===== src/rtl/mips_fetch_unit.sv =====
// mips_fetch_unit
// Instruction-fetch stage for the MIPS single-cycle core: byte-addressed
// big-endian IMEM, PC register with sequential/beq/jump next-PC selection,
// a LOAD phase for filling IMEM, stall, a range-fault stop and a
// saturating retired-instruction counter.

module mips_fetch_unit #(
    parameter int          ADDR_W    = 8,
    parameter logic [31:0] TEXT_BASE = 32'h0040_0000,
    parameter int          CNT_W     = 32
) (
    input  logic              clk,
    input  logic              reset,
    input  logic              load_we,
    input  logic [ADDR_W-1:0] load_addr,
    input  logic [7:0]        load_data,
    input  logic              start,
    input  logic              stall,
    input  logic              Branch,
    input  logic              Zero,
    input  logic [31:0]       SEImm,
    input  logic              Jump,
    input  logic [25:0]       JumpValue,
    output logic [31:0]       PC,
    output logic [ADDR_W-1:0] ReadAddr,
    output logic [31:0]       Instr,
    output logic              InstrValid,
    output logic              Fault,
    output logic [CNT_W-1:0]  Retired
);

    typedef enum logic [1:0] {
        S_LOAD  = 2'd0,
        S_RUN   = 2'd1,
        S_FAULT = 2'd2
    } state_t;

    localparam int          IMEM_BYTES = 2 ** ADDR_W;
    localparam logic [32:0] IMEM_LIMIT = 33'd1 << ADDR_W;

    state_t            r_state;
    state_t            w_next_state;
    logic [31:0]       r_pc;
    logic [CNT_W-1:0]  r_retired;
    logic [7:0]        r_imem [0:IMEM_BYTES-1];

    logic [31:0]       w_pc4;
    logic [31:0]       w_next_pc;
    logic [31:0]       w_next_off;
    logic              w_in_range;
    logic              w_advance;
    logic [ADDR_W-1:0] w_read_addr;
    logic [ADDR_W-1:0] w_a1;
    logic [ADDR_W-1:0] w_a2;
    logic [ADDR_W-1:0] w_a3;

    // IMEM offset of the current PC and the three following byte addresses;
    // the byte addresses wrap around the end of IMEM.
    assign w_read_addr = ADDR_W'(r_pc - TEXT_BASE);
    assign w_a1        = w_read_addr + ADDR_W'(1);
    assign w_a2        = w_read_addr + ADDR_W'(2);
    assign w_a3        = w_read_addr + ADDR_W'(3);

    // Next-PC selection: jump beats a taken branch, which beats PC+4.
    always_comb begin
        w_pc4     = r_pc + 32'd4;
        w_next_pc = w_pc4;
        if (Jump) begin
            w_next_pc = {w_pc4[31:28], JumpValue, 2'b00};
        end else if (Branch && Zero) begin
            w_next_pc = w_pc4 + (SEImm << 2);
        end
    end

    // The target must land inside IMEM, measured from TEXT_BASE modulo 2**32.
    assign w_next_off = w_next_pc - TEXT_BASE;
    assign w_in_range = ({1'b0, w_next_off} < IMEM_LIMIT);

    // Control FSM: LOAD waits for start, RUN advances unless stalled or the
    // target is out of range, FAULT is only left through reset.
    always_comb begin
        w_next_state = r_state;
        w_advance    = 1'b0;
        case (r_state)
            S_LOAD: begin
                if (start) begin
                    w_next_state = S_RUN;
                end
            end
            S_RUN: begin
                if (!stall) begin
                    if (w_in_range) begin
                        w_advance = 1'b1;
                    end else begin
                        w_next_state = S_FAULT;
                    end
                end
            end
            S_FAULT: begin
                w_next_state = S_FAULT;
            end
            default: begin
                w_next_state = S_LOAD;
            end
        endcase
    end

    // State register.
    always_ff @(posedge clk or posedge reset) begin
        if (reset) begin
            r_state <= S_LOAD;
        end else begin
            r_state <= w_next_state;
        end
    end

    // PC and retired counter move together; the counter sticks at all-ones.
    always_ff @(posedge clk or posedge reset) begin
        if (reset) begin
            r_pc      <= TEXT_BASE;
            r_retired <= '0;
        end else if (w_advance) begin
            r_pc <= w_next_pc;
            if (r_retired != {CNT_W{1'b1}}) begin
                r_retired <= r_retired + CNT_W'(1);
            end
        end
    end

    // IMEM is only writable in LOAD and deliberately survives reset.
    always_ff @(posedge clk) begin
        if ((r_state == S_LOAD) && load_we) begin
            r_imem[load_addr] <= load_data;
        end
    end

    assign PC         = r_pc;
    assign ReadAddr   = w_read_addr;
    assign Instr      = {r_imem[w_read_addr], r_imem[w_a1], r_imem[w_a2], r_imem[w_a3]};
    assign InstrValid = (r_state == S_RUN);
    assign Fault      = (r_state == S_FAULT);
    assign Retired    = r_retired;

endmodule


===== config.mk =====
export PLATFORM = sky130hd
export DESIGN_NAME = mips_fetch_unit
export DESIGN_NICKNAME = d
export VERILOG_FILES = /design/src/rtl/mips_fetch_unit.sv
export SDC_FILE = /design/constraint.sdc
export NUM_CORES = 2
export LEC_CHECK = 0
export ABC_AREA = 1
export BUFFER_PORTS_ARGS = -buffer_cell sky130_fd_sc_hd__clkbuf_2
export CAP_MARGIN = 5
export CORE_UTILIZATION = 44
export DETAILED_ROUTE_END_ITERATION = 6
export PLACE_DENSITY = 0.62
export SYNTH_ARGS = -nofsm -noshare
export SYNTH_HDL_FRONTEND = slang
export SYNTH_SLANG_ARGS = --single-unit

===== constraint.sdc =====
create_clock -name clk -period 3.5 [get_ports clk]
set_input_delay 0.35 -clock clk [delete_from_list [all_inputs] [get_ports clk]]
set_output_delay 0.35 -clock clk [all_outputs]
set_load 0.02 [all_outputs]

==> impl_metrics.prom <==
# TYPE chip_impl_metric gauge
chip_impl_metric{name="io_pins",unit=""} 188
chip_impl_metric{name="dpl.hpwl",unit="um"} 161700
chip_impl_metric{name="maxCapViolations",unit=""} 0
chip_impl_metric{name="clk_path_buf_depth",unit=""} 3
chip_impl_metric{name="met2_wire_length",unit="um"} 130700
chip_impl_metric{name="reg_to_reg_setup_timing_slack",unit="ns"} -0.43
chip_impl_metric{name="row_count",unit=""} 164
chip_impl_metric{name="number_of_antenna_violations_at_the_first_check_in_global_routing",unit=""} 7
chip_impl_metric{name="final_area",unit="um2"} 108900
chip_impl_metric{name="final_core_utilization",unit=""} 0.5451
chip_impl_info{name="crit_path_end_kind",value="output port"} 1
chip_impl_metric{name="gp_congestion",unit=""} 0.9346
chip_impl_info{name="tritoncts",value="done"} 1
chip_impl_metric{name="worst_pin_slew",unit="ns"} 1.189
chip_impl_metric{name="post_synthesis_async_set_or_reset_flop_share",unit=""} 0.03030
chip_impl_metric{name="grt_pass1_wl",unit="um"} 408600
chip_impl_metric{name="wl_per_cell",unit="um"} 25.28
chip_impl_metric{name="wl_met3",unit="um"} 25570
chip_impl_info{name="crit_chain",value="buf_12, clkinv_16, buf_12, buf_16, buf_16, buf_16, o21ai_0, o22ai_1, nor2_1, o32ai_2, buf_4, nor2_2, o32ai_2, buf_4, clkbuf_8"} 1
chip_impl_metric{name="cts.sinks",unit=""} 2112
chip_impl_metric{name="grt_remaining_overflow",unit=""} 0
chip_impl_info{name="crit-reg2reg-launch",value="PC[2]"} 1
chip_impl_info{name="worst_setup_path_endpoint",value="Instr[15]"} 1
chip_impl_metric{name="drive_above_1_share",unit=""} 0.2016
chip_impl_info{name="final_common_cell",value="edfxtp_1"} 1
chip_impl_info{name="cpMaxStageDelayCell",value="dfrtp_4"} 1
chip_impl_metric{name="required",unit="ns"} 3.15
chip_impl_metric{name="dieHeight",unit="um"} 450.7
chip_impl_metric{name="post_drt_via_cell_ratio",unit=""} 5.836
chip_impl_metric{name="layout_worst_path_cycle_share",unit=""} 1.218
chip_impl_metric{name="clock_pin_slew_on_the_worst_setup_and_hold_paths",unit="ns"} 0.06
chip_impl_info{name="grt_setup_unrepaired",value="yes"} 1
chip_impl_metric{name="clk_latency",unit="ns"} 0.85
chip_impl_info{name="r2r_end",value="PC[7]"} 1
chip_impl_metric{name="synthDistinctLibCells",unit=""} 47
chip_impl_metric{name="yosys_register_bits",unit=""} 2112
chip_impl_metric{name="fin_worst_hold_slack",unit="ns"} 0.06167
chip_impl_metric{name="synth_area_per_cell",unit="um2"} 11.67
chip_impl_info{name="mostFrequentLayoutCells",value="edfxtp_1, nor2_1, o21ai_0, buf_4, nand2_1"} 1
chip_impl_metric{name="route.vias.total",unit=""} 65110
chip_impl_metric{name="timing.final.max_slew_violations",unit=""} 0
chip_impl_metric{name="synthToLayoutAreaGrowth",unit="%"} 22.98
chip_impl_metric{name="totalWireLength",unit="um"} 282000
chip_impl_metric{name="hold_viol",unit=""} 0
chip_impl_metric{name="total_placed_instance_area",unit="um2"} 97020
chip_impl_metric{name="antenna_violating_nets_post_route",unit=""} 0
chip_impl_metric{name="synthesis.yosys.warnings",unit=""} 0
chip_impl_metric{name="multi_input_area",unit="um2"} 24370
chip_impl_info{name="cts.root.buffer_cell",value="clkbuf_16"} 1
chip_impl_info{name="synth_top_flop_cell",value="edfxtp_1"} 1
chip_impl_metric{name="initial_utilization",unit=""} 0.4433
chip_impl_metric{name="track_usage",unit=""} 0.2683
chip_impl_metric{name="combined_area_of_all_synthesized_cells",unit="um2"} 88590
chip_impl_metric{name="grt_pass1_vias",unit=""} 62110
chip_impl_metric{name="fin_crit",unit="ns"} 4.263
chip_impl_metric{name="drt_pre_antenna_iters",unit=""} 7
chip_impl_info{name="violations",value="DRC, setup timing"} 1
chip_impl_metric{name="max_stage_delay",unit="ns"} 0.50
chip_impl_metric{name="worst-path-buf-inv",unit=""} 9
chip_impl_info{name="crit_path_frequent_cell",value="buf_16"} 1
chip_impl_metric{name="place_worst_setup_slack",unit="ns"} -0.6465
chip_impl_metric{name="synth_enable_flop_cells",unit=""} 2048
chip_impl_metric{name="ir_drop",unit="V"} 0.0005154
chip_impl_metric{name="crit_arrival",unit="ns"} 3.91
chip_impl_info{name="outcome",value="finished with violations"} 1
chip_impl_info{name="critical_path.startpoint_type",value="flip-flop"} 1
chip_impl_metric{name="reg2regPathDepth",unit=""} 29
chip_impl_metric{name="fillCellCount",unit=""} 16610
chip_impl_metric{name="finish.net_count",unit=""} 8437
chip_impl_metric{name="final.setup_skew",unit="ns"} 0.06667
chip_impl_metric{name="total_leakage_power",unit="nW"} 38.78
chip_impl_metric{name="cp_max_fo",unit=""} 14
chip_impl_metric{name="maxClockFrequency",unit="MHz"} 234.6
chip_impl_metric{name="slew_headroom",unit=""} 0.2051
chip_impl_info{name="crit_start",value="PC[2]"} 1
chip_impl_metric{name="cellPowerDensity",unit="nW/um2"} 470.7
chip_impl_metric{name="tritoncts.num_buffers",unit=""} 210
chip_impl_metric{name="numPortBuffers",unit=""} 181
chip_impl_metric{name="cts-htree-levels",unit=""} 4
chip_impl_metric{name="met1_length",unit="um"} 116000
chip_impl_metric{name="final.setup.worst_slack",unit="ns"} -0.7627
chip_impl_metric{name="drt_drc_violations_left",unit=""} 144
chip_impl_info{name="dr.max_layer_used",value="met5"} 1
chip_impl_metric{name="drt-initial-drc-count",unit=""} 8438
chip_impl_metric{name="yosysSeqAreaShare",unit=""} 0.7123
chip_impl_metric{name="design_power_total",unit="W"} 0.05128
chip_impl_metric{name="critical_path_cell_count",unit=""} 15
chip_impl_metric{name="grt_max_degree",unit=""} 129
chip_impl_metric{name="final_setup_violations",unit=""} 96
chip_impl_metric{name="floorplan.die.width",unit="um"} 450.7
chip_impl_info{name="path_class",value="flip-flop to output port"} 1
chip_impl_metric{name="core_region_area",unit="um2"} 199900
chip_impl_info{name="cpLargestDelayFamily",value="buffers and inverters"} 1
chip_impl_metric{name="synth_cells",unit=""} 7589
chip_impl_info{name="holdCritPathClass",value="input pin to flip-flop"} 1
chip_impl_metric{name="regArea",unit="um2"} 63120
chip_impl_metric{name="die_area",unit="um2"} 203100
[cells by family after synthesis]
logic type / count (synthesis) / share of synthesized area
fa+ha+maj: 41 / 0.005875
flops: 2112 / 0.7123
other cells: 1 / 0.00004233
buf+inv: 781 / 0.03470
compound gates: 1816 / 0.1184
simple gates: 2802 / 0.1251
xor+xnor: 36 / 0.003559
[registers in the layout, indices dropped and copies added (netlist names)]
signal   count
r_imem    2048
Retired     32
PC          30
r_state      2
[power by group]
| part | internal (W) | total (W) | switching [W] | leakage (nW) |
|---|---|---|---|---|
| sequential | 0.0278 | 0.0278 | 0.0000148 | 19.3 |
| combinational | 0.000342 | 0.00134 | 0.00100 | 16.2 |
| clock | 0.0124 | 0.0222 | 0.00980 | 3.29 |
| total | 0.0405 | 0.0513 | 0.0108 | 38.8 |
[repair_timing]
action | CTS | global route
cloned | 50 | 9
endpoints found under the setup margin | 96 | 96
pin swaps | 58 | 91
endpoints found under the hold margin | 344 | 0
resized for setup | 323 | 299
setup buffers | 36 | 27
hold buffers | 15 | 0
[per-layer routing]
layer  track usage  vias to the layer above
li1              -                    28990
met1        0.3754                    32450
met2        0.4231                     3153
met3       0.04823                      509
met4       0.09003                        4
met5             0                        -
[worst min path at each step]
stage | start | to | slack [ns] | cells past startpoint
6_report | load_data[2] | r_imem[100][2] | 0.06 | 1
5_1_grt | load_data[2] | r_imem[134][2] | 0.06 | 1
4_1_cts | load_data[2] | r_imem[120][2] | 0.01 | 1
3_5_place_dp | r_state[1] | r_state[1] | 0.50 | 2
3_3_place_gp | r_state[0] | r_state[0] | 0.49 | 2
2_1_floorplan | load_data[0] | r_imem[0][0] | 0.45 | 0
[synth_stat cells, types with 2 or more instances]
cell type / n / share of area
edfxtp_1: 2048 / 0.69
nor2_1: 1851 / 0.078
o21ai_0: 1106 / 0.062
nand2_1: 659 / 0.028
o22ai_1: 433 / 0.031
clkbuf_1: 399 / 0.017
inv_1: 254 / 0.011
o32ai_1: 189 / 0.019
nand3_1: 132 / 0.0075
nand4_1: 83 / 0.0059
dfrtp_1: 63 / 0.018
buf_2: 60 / 0.0034
buf_1: 42 / 0.0018
ha_1: 40 / 0.0056
a21oi_1: 37 / 0.0021
nor3_1: 31 / 0.0018
xor2_1: 30 / 0.0030
o221ai_1: 15 / 0.0015
o2111ai_1: 13 / 0.0013
buf_4: 12 / 0.0010
or2_2: 10 / 0.00071
nor2_2: 8 / 0.00056
inv_2: 7 / 0.00030
and2_1: 6 / 0.00042
nand3b_1: 6 / 0.00051
nor4_1: 6 / 0.00042
o21bai_1: 6 / 0.00051
xnor2_1: 6 / 0.00059
clkinv_1: 4 / 0.00017
nand2_2: 4 / 0.00028
a31oi_1: 3 / 0.00021
buf_6: 3 / 0.00038
nor2_4: 3 / 0.00038
o211ai_1: 3 / 0.00025
o21ai_1: 3 / 0.00017
a21o_1: 2 / 0.00017
o21a_1: 2 / 0.00017
[metrics by stage]
stage / std cells / TNS [ns]
6_report: 11160 / -44.32
5_1_grt: 11150 / -62.82
4_1_cts: 11120 / -52.23
3_5_place_dp: 10620 / -47.61
3_3_place_gp: 10620 / -48.74
2_1_floorplan: 7592 / 0
[final cells by class]
cell class,instances,area share
flip-flops and latches,2112,0.5794
multi-input cells,4699,0.2237
repair buffers,1026,0.09454
clock buffers,262,0.05070
well taps,2656,0.03050
clock inverters,131,0.01131
inverters,265,0.009704
diodes,5,0.0001148
Note: power is estimated with default switching activity, not from simulation.
